<file path="src/rtl/pwm_from_regs.sv">
// PWM generator fed by device registers; config is double-buffered into shadows that
// reload only at a period boundary, so a register write never glitches a running period.
module pwm_from_regs #(
    parameter int unsigned WIDTH   = 8,
    parameter int unsigned PRESC_W = 8
) (
    input  logic               clk,
    input  logic               rst,
    input  logic               cfg_en,
    input  logic               cfg_pol,
    input  logic [WIDTH-1:0]   cfg_period,
    input  logic [WIDTH-1:0]   cfg_duty,
    input  logic [PRESC_W-1:0] cfg_presc,
    input  logic               cfg_update,
    output logic               pwm_out,
    output logic               period_tick,
    output logic               upd_pending
);

    typedef enum logic {StIdle, StRun} state_e;

    state_e               state_q, state_d;
    logic [WIDTH-1:0]     cnt_q, cnt_d;
    logic [PRESC_W-1:0]   presc_cnt_q, presc_cnt_d;
    logic [WIDTH-1:0]     period_sh_q, period_sh_d;
    logic [WIDTH-1:0]     duty_sh_q, duty_sh_d;
    logic [PRESC_W-1:0]   presc_sh_q, presc_sh_d;
    logic                 pol_sh_q, pol_sh_d;
    logic                 pwm_q, pwm_d;
    logic                 tick_q, tick_d;
    logic                 upd_q, upd_d;

    logic presc_tick;
    logic wrap;
    logic load;

    assign presc_tick = (presc_cnt_q == presc_sh_q);
    assign wrap       = presc_tick && (cnt_q == period_sh_q);

    always_comb begin
        state_d     = state_q;
        cnt_d       = cnt_q;
        presc_cnt_d = presc_cnt_q;
        pwm_d       = pwm_q;
        tick_d      = 1'b0;
        upd_d       = upd_q;
        load        = 1'b0;

        case (state_q)
            StIdle: begin
                pwm_d = cfg_pol;
                upd_d = 1'b0;
                if (cfg_en) begin
                    load        = 1'b1;
                    cnt_d       = '0;
                    presc_cnt_d = '0;
                    state_d     = StRun;
                end
            end
            StRun: begin
                if (!cfg_en) begin
                    state_d     = StIdle;
                    cnt_d       = '0;
                    presc_cnt_d = '0;
                    upd_d       = 1'b0;
                    pwm_d       = pol_sh_q;
                end else begin
                    // Unsigned compare: duty 0 never active, duty > period always active.
                    pwm_d  = (cnt_q < duty_sh_q) ^ pol_sh_q;
                    tick_d = wrap;
                    if (presc_tick) begin
                        presc_cnt_d = '0;
                        cnt_d       = wrap ? '0 : cnt_q + WIDTH'(1);
                    end else begin
                        presc_cnt_d = presc_cnt_q + PRESC_W'(1);
                    end
                    if (wrap && (upd_q || cfg_update)) begin
                        load  = 1'b1;
                        upd_d = 1'b0;
                    end else if (cfg_update) begin
                        upd_d = 1'b1;
                    end
                end
            end
            default: state_d = StIdle;
        endcase

        period_sh_d = load ? cfg_period : period_sh_q;
        duty_sh_d   = load ? cfg_duty   : duty_sh_q;
        presc_sh_d  = load ? cfg_presc  : presc_sh_q;
        pol_sh_d    = load ? cfg_pol    : pol_sh_q;
    end

    always_ff @(posedge clk) begin
        if (rst) begin
            state_q     <= StIdle;
            cnt_q       <= '0;
            presc_cnt_q <= '0;
            period_sh_q <= '0;
            duty_sh_q   <= '0;
            presc_sh_q  <= '0;
            pol_sh_q    <= 1'b0;
            pwm_q       <= 1'b0;
            tick_q      <= 1'b0;
            upd_q       <= 1'b0;
        end else begin
            state_q     <= state_d;
            cnt_q       <= cnt_d;
            presc_cnt_q <= presc_cnt_d;
            period_sh_q <= period_sh_d;
            duty_sh_q   <= duty_sh_d;
            presc_sh_q  <= presc_sh_d;
            pol_sh_q    <= pol_sh_d;
            pwm_q       <= pwm_d;
            tick_q      <= tick_d;
            upd_q       <= upd_d;
        end
    end

    assign pwm_out     = pwm_q;
    assign period_tick = tick_q;
    assign upd_pending = upd_q;

endmodule

</file>
<file path="config.mk">
export PLATFORM = sky130hd
export DESIGN_NAME = pwm_from_regs
export DESIGN_NICKNAME = d
export VERILOG_FILES = /design/src/rtl/pwm_from_regs.sv
export SDC_FILE = /design/constraint.sdc
export NUM_CORES = 1
export LEC_CHECK = 0
export CAP_MARGIN = 40
export CORE_UTILIZATION = 47
export DETAILED_ROUTE_END_ITERATION = 16
export PLACE_DENSITY = 0.71
export SLEW_MARGIN = 25
export SYNTH_ARGS = -nofsm -noshare
export SYNTH_HDL_FRONTEND = slang
export SYNTH_SLANG_ARGS = --single-unit
</file>
<file path="constraint.sdc">
create_clock -name clk -period 3.1 [get_ports clk]
set_input_delay 0.62 -clock clk [delete_from_list [all_inputs] [get_ports clk]]
set_output_delay 0.62 -clock clk [all_outputs]
set_load 0.01 [all_outputs]
</file>
==> results.tsv <==
stage	metric	value	unit
run_status	status	finished clean	
critical_path	CP Capture Type	register	
cells_and_area	Cell Count, Final, Fillers Out	329	
grt	aggregate global-route resource usage	19.28	%
logic_synthesis	Mean Syn Cell Area	9.074	µm²
floorplanning	Die ar.	5108	µm²
clocking	postcts setup bufs	0	
cells_and_area	synth-to-layout area growth	18.37	%
logic_synthesis	ys flop type	dfxtp_1	
critical_path	Max FO, Critical Path	15	
clocking	CTS hold repair buffers	0	
clocking	CTS buffer count	5	
critical_path	crit path launch type	register	
grt	vias in the first global route	1646	
timing	Final Hold Vio Count	0	
logic_synthesis	Seq cells post-synth	45	
floorplanning	placement row count	24	
detailed_routing	DR iter-0 viols	101	
critical_path	CP peak stage delay	0.39	ns
floorplanning	core footprint	4504	µm²
placement	dpl cells	322	
clocking	worst-skew pair later-pin latency	0.30	ns
detailed_routing	WL/cell	13.84	µm
critical_path	critical path class	reg2reg	
detailed_routing	DR vias	1811	
floorplanning	effective utilization at floorplan	50.36	%
cells_and_area	nets@finish	315	
grt	pin count of the biggest net entering global routing	25	
cells_and_area	n_diodes	0	
logic_synthesis	synth unique cells	38	
critical_path	Worst EP arrival	2.38	ns
cells_and_area	fillers	429	
timing	slew margin rel.	68.16	%
clocking	H-tree lvl count	2	
timing	period utilisation layout	70.84	%
grt	global-route wire length before repair	7714	µm
timing	fin. max-slew vios	0	
grt	gr ovfl total	0	
timing	setup TNS	0	ns
cells_and_area	share of cells above drive strength 1	6.498	%
power_and_ir_drop	Pleak	0.001080	µW
logic_synthesis	Post-synth EDFFs	0	
detailed_routing	DRC	0	
timing	Worst-Margin Slew	0.4739	ns
detailed_routing	met3 WL	188	µm
flow_run	max_cap viols	0	
clocking	Clock Sinks	45	
timing	Max Clock Skew	0.006698	ns
timing	post-route minimum period	2.196	ns
placement	GP Congestion	0.8525	
logic_synthesis	register area share after synthesis	39.71	%
detailed_routing	met2 wire len	1957	µm
logic_synthesis	syn nets	288	
detailed_routing	vias per cell	5.505	
clocking	Reg clk slew, reported paths	0.08	ns
floorplanning	die span in y	71.47	µm
placement	I/O Buffers	31	
placement	detailed placer's ending HPWL	3350	µm
critical_path	worst path cell trace	xor2_1 > nor4_2 > nand2_2 > o41ai_4 > buf_4 > mux2i_1 > nor2_1	
timing	Finish-stage setup viols	0	
critical_path	Worst EP required	3.28	ns
power_and_ir_drop	Worst VDD drop	227.1	µV
clocking	CTS tree	done	
timing	max frequency	0.4554	GHz
logic_synthesis	Cells after Synth	250	
detailed_routing	final wirelength	4552	µm
clocking	PostCTS Resize Cnt	0	
power_and_ir_drop	pwr/cell area	439.3	nW/µm²
detailed_routing	Final ANT Viol Nets	0	
floorplanning	# IOs	32	
detailed_routing	DR pass1 iterations	4	
clocking	clk buf depth	2	
critical_path	CP max-delay cell	o41ai_4	
hold_path	Worst Hold Class	reg2reg	
logic_synthesis	fraction of registers with async set/reset	0	%
logic_synthesis	Syn. warnings	0	
floorplanning	die width	71.47	µm
detailed_routing	DR top layer	met4	
timing	RSZ-0062 raised after global routing	false	
detailed_routing	M1 WL	2346	µm
logic_synthesis	post-synthesis cell area	2268	µm²
grt	initial antenna violation count	0	
clocking	Root Driver	clkbuf_8	
## Yosys cell counts, drive strengths merged (7+ instances only)
library cell / number / area, µm²
mux2i: 27 / 270.3
nand2: 10 / 40.04
o21ai: 10 / 50.05
nand3: 7 / 35.03
clkbuf: 12 / 45.04
ha: 9 / 112.6
inv: 7 / 26.28
xnor2: 8 / 70.07
dfxtp: 45 / 900.9
nor2: 41 / 153.9
xor2: 9 / 78.83
## worst max-delay path, delay by kind of cell, from the launching register on
| kind | cells | cell delay (ns) |
|---|---|---|
| muxes | 1 | 0.21 |
| xor gates and xnor gates | 1 | 0.19 |
| DFF | 1 | 0.37 |
| buffers and inverters | 1 | 0.32 |
| AOI/OAI and AO/OA | 1 | 0.39 |
| and+or+nand+nor | 3 | 0.58 |
## cells in the final DEF (no fill, tap or decap), types with 2 or more instances in the layout
| cell | Yosys | routed |
|---|---|---|
| a41oi_1 | 3 | 3 |
| nand2_1 | 9 | 9 |
| a22oi_1 | 2 | 2 |
| and3_1 | 6 | 6 |
| ha_1 | 9 | 9 |
| buf_4 | 0 | 5 |
| inv_1 | 7 | 7 |
| nand4_1 | 4 | 4 |
| nor2b_1 | 2 | 2 |
| a21oi_1 | 6 | 6 |
| xor2_1 | 9 | 9 |
| o21ai_0 | 10 | 10 |
| a21o_1 | 2 | 2 |
| nand2b_1 | 6 | 6 |
| a311oi_1 | 6 | 6 |
| nor4_2 | 2 | 2 |
| a31oi_1 | 3 | 3 |
| nor3_1 | 3 | 3 |
| clkdlybuf4s50_1 | 0 | 31 |
| nand3_1 | 7 | 7 |
| clkbuf_8 | 0 | 6 |
| or3_1 | 4 | 4 |
| dfxtp_1 | 45 | 45 |
| xnor2_1 | 8 | 8 |
| nor2_1 | 41 | 41 |
| mux2i_1 | 27 | 27 |
| o41ai_1 | 2 | 2 |
## layer usage
layer / GRT usage, % / up-vias
met2: 28.36 / 41
met4: 7.190 / 0
met5: 0 / -
met3: 3.797 / 7
met1: 28.03 / 828
li1: - / 935
## registers in the layout, summed over array words and instances (netlist names), 8 cells and up
| name | cells |
|---|---|
| duty_sh_q | 8 |
| presc_sh_q | 8 |
| cnt_q | 8 |
| presc_cnt_q | 8 |
| period_sh_q | 8 |
## through the flow
step           instance area [µm²]  hold slack [ns]  setup slack [ns]  power [µW]  utilization, %
2_1_floorplan                 2268           0.4604            0.9494       761.5               -
4_1_cts                       2685           0.5037            0.8975        1189           59.61
3_3_place_gp                  2599           0.4781            0.6460       826.2           57.69
5_1_grt                       2685           0.5307            0.7450        1228           59.61
3_5_place_dp                  2599           0.4832            0.6089       827.7           57.69
6_report                      2685           0.4973            0.9039        1179           59.61
## power by group
part / internal, µW / switching (µW)
registers: 602 / 16.6
clock network: 177 / 189
logic: 97.0 / 96.9
total: 877 / 303
## final timing paths
kind                   from              to  slack [ns]  depth (start not counted)
max          presc_cnt_q[6]  period_sh_q[5]        0.90                          7
min            duty_sh_q[2]    duty_sh_q[2]        0.50                          2
max reg2reg  presc_cnt_q[6]  period_sh_q[5]        0.90                          7
min reg2reg    duty_sh_q[2]    duty_sh_q[2]        0.50                          2
## cells by family after synthesis
logic type                 Yosys count  synth area share [%]
adders and majority gates            9                 4.964
xor gates and xnor gates            17                 6.564
buffers and inverters               23                 4.798
and+or+nand+nor                     89                 19.08
muxes                               27                 11.91
DFF                                 45                 39.71
AOI/OAI and AO/OA                   40                 12.96
## layout make-up
class / count / area (µm²) / share of cell area [%]
Clock buffer: 7 / 86.33 / 3.215
Multi-Input combinational cell: 182 / 1259 / 46.88
Inverter: 7 / 26.28 / 0.9786
Timing Repair Buffer: 36 / 347.8 / 12.95
Tap cell: 52 / 65.06 / 2.423
Sequential cell: 45 / 900.9 / 33.55
Power figures use the tool's default switching activity.
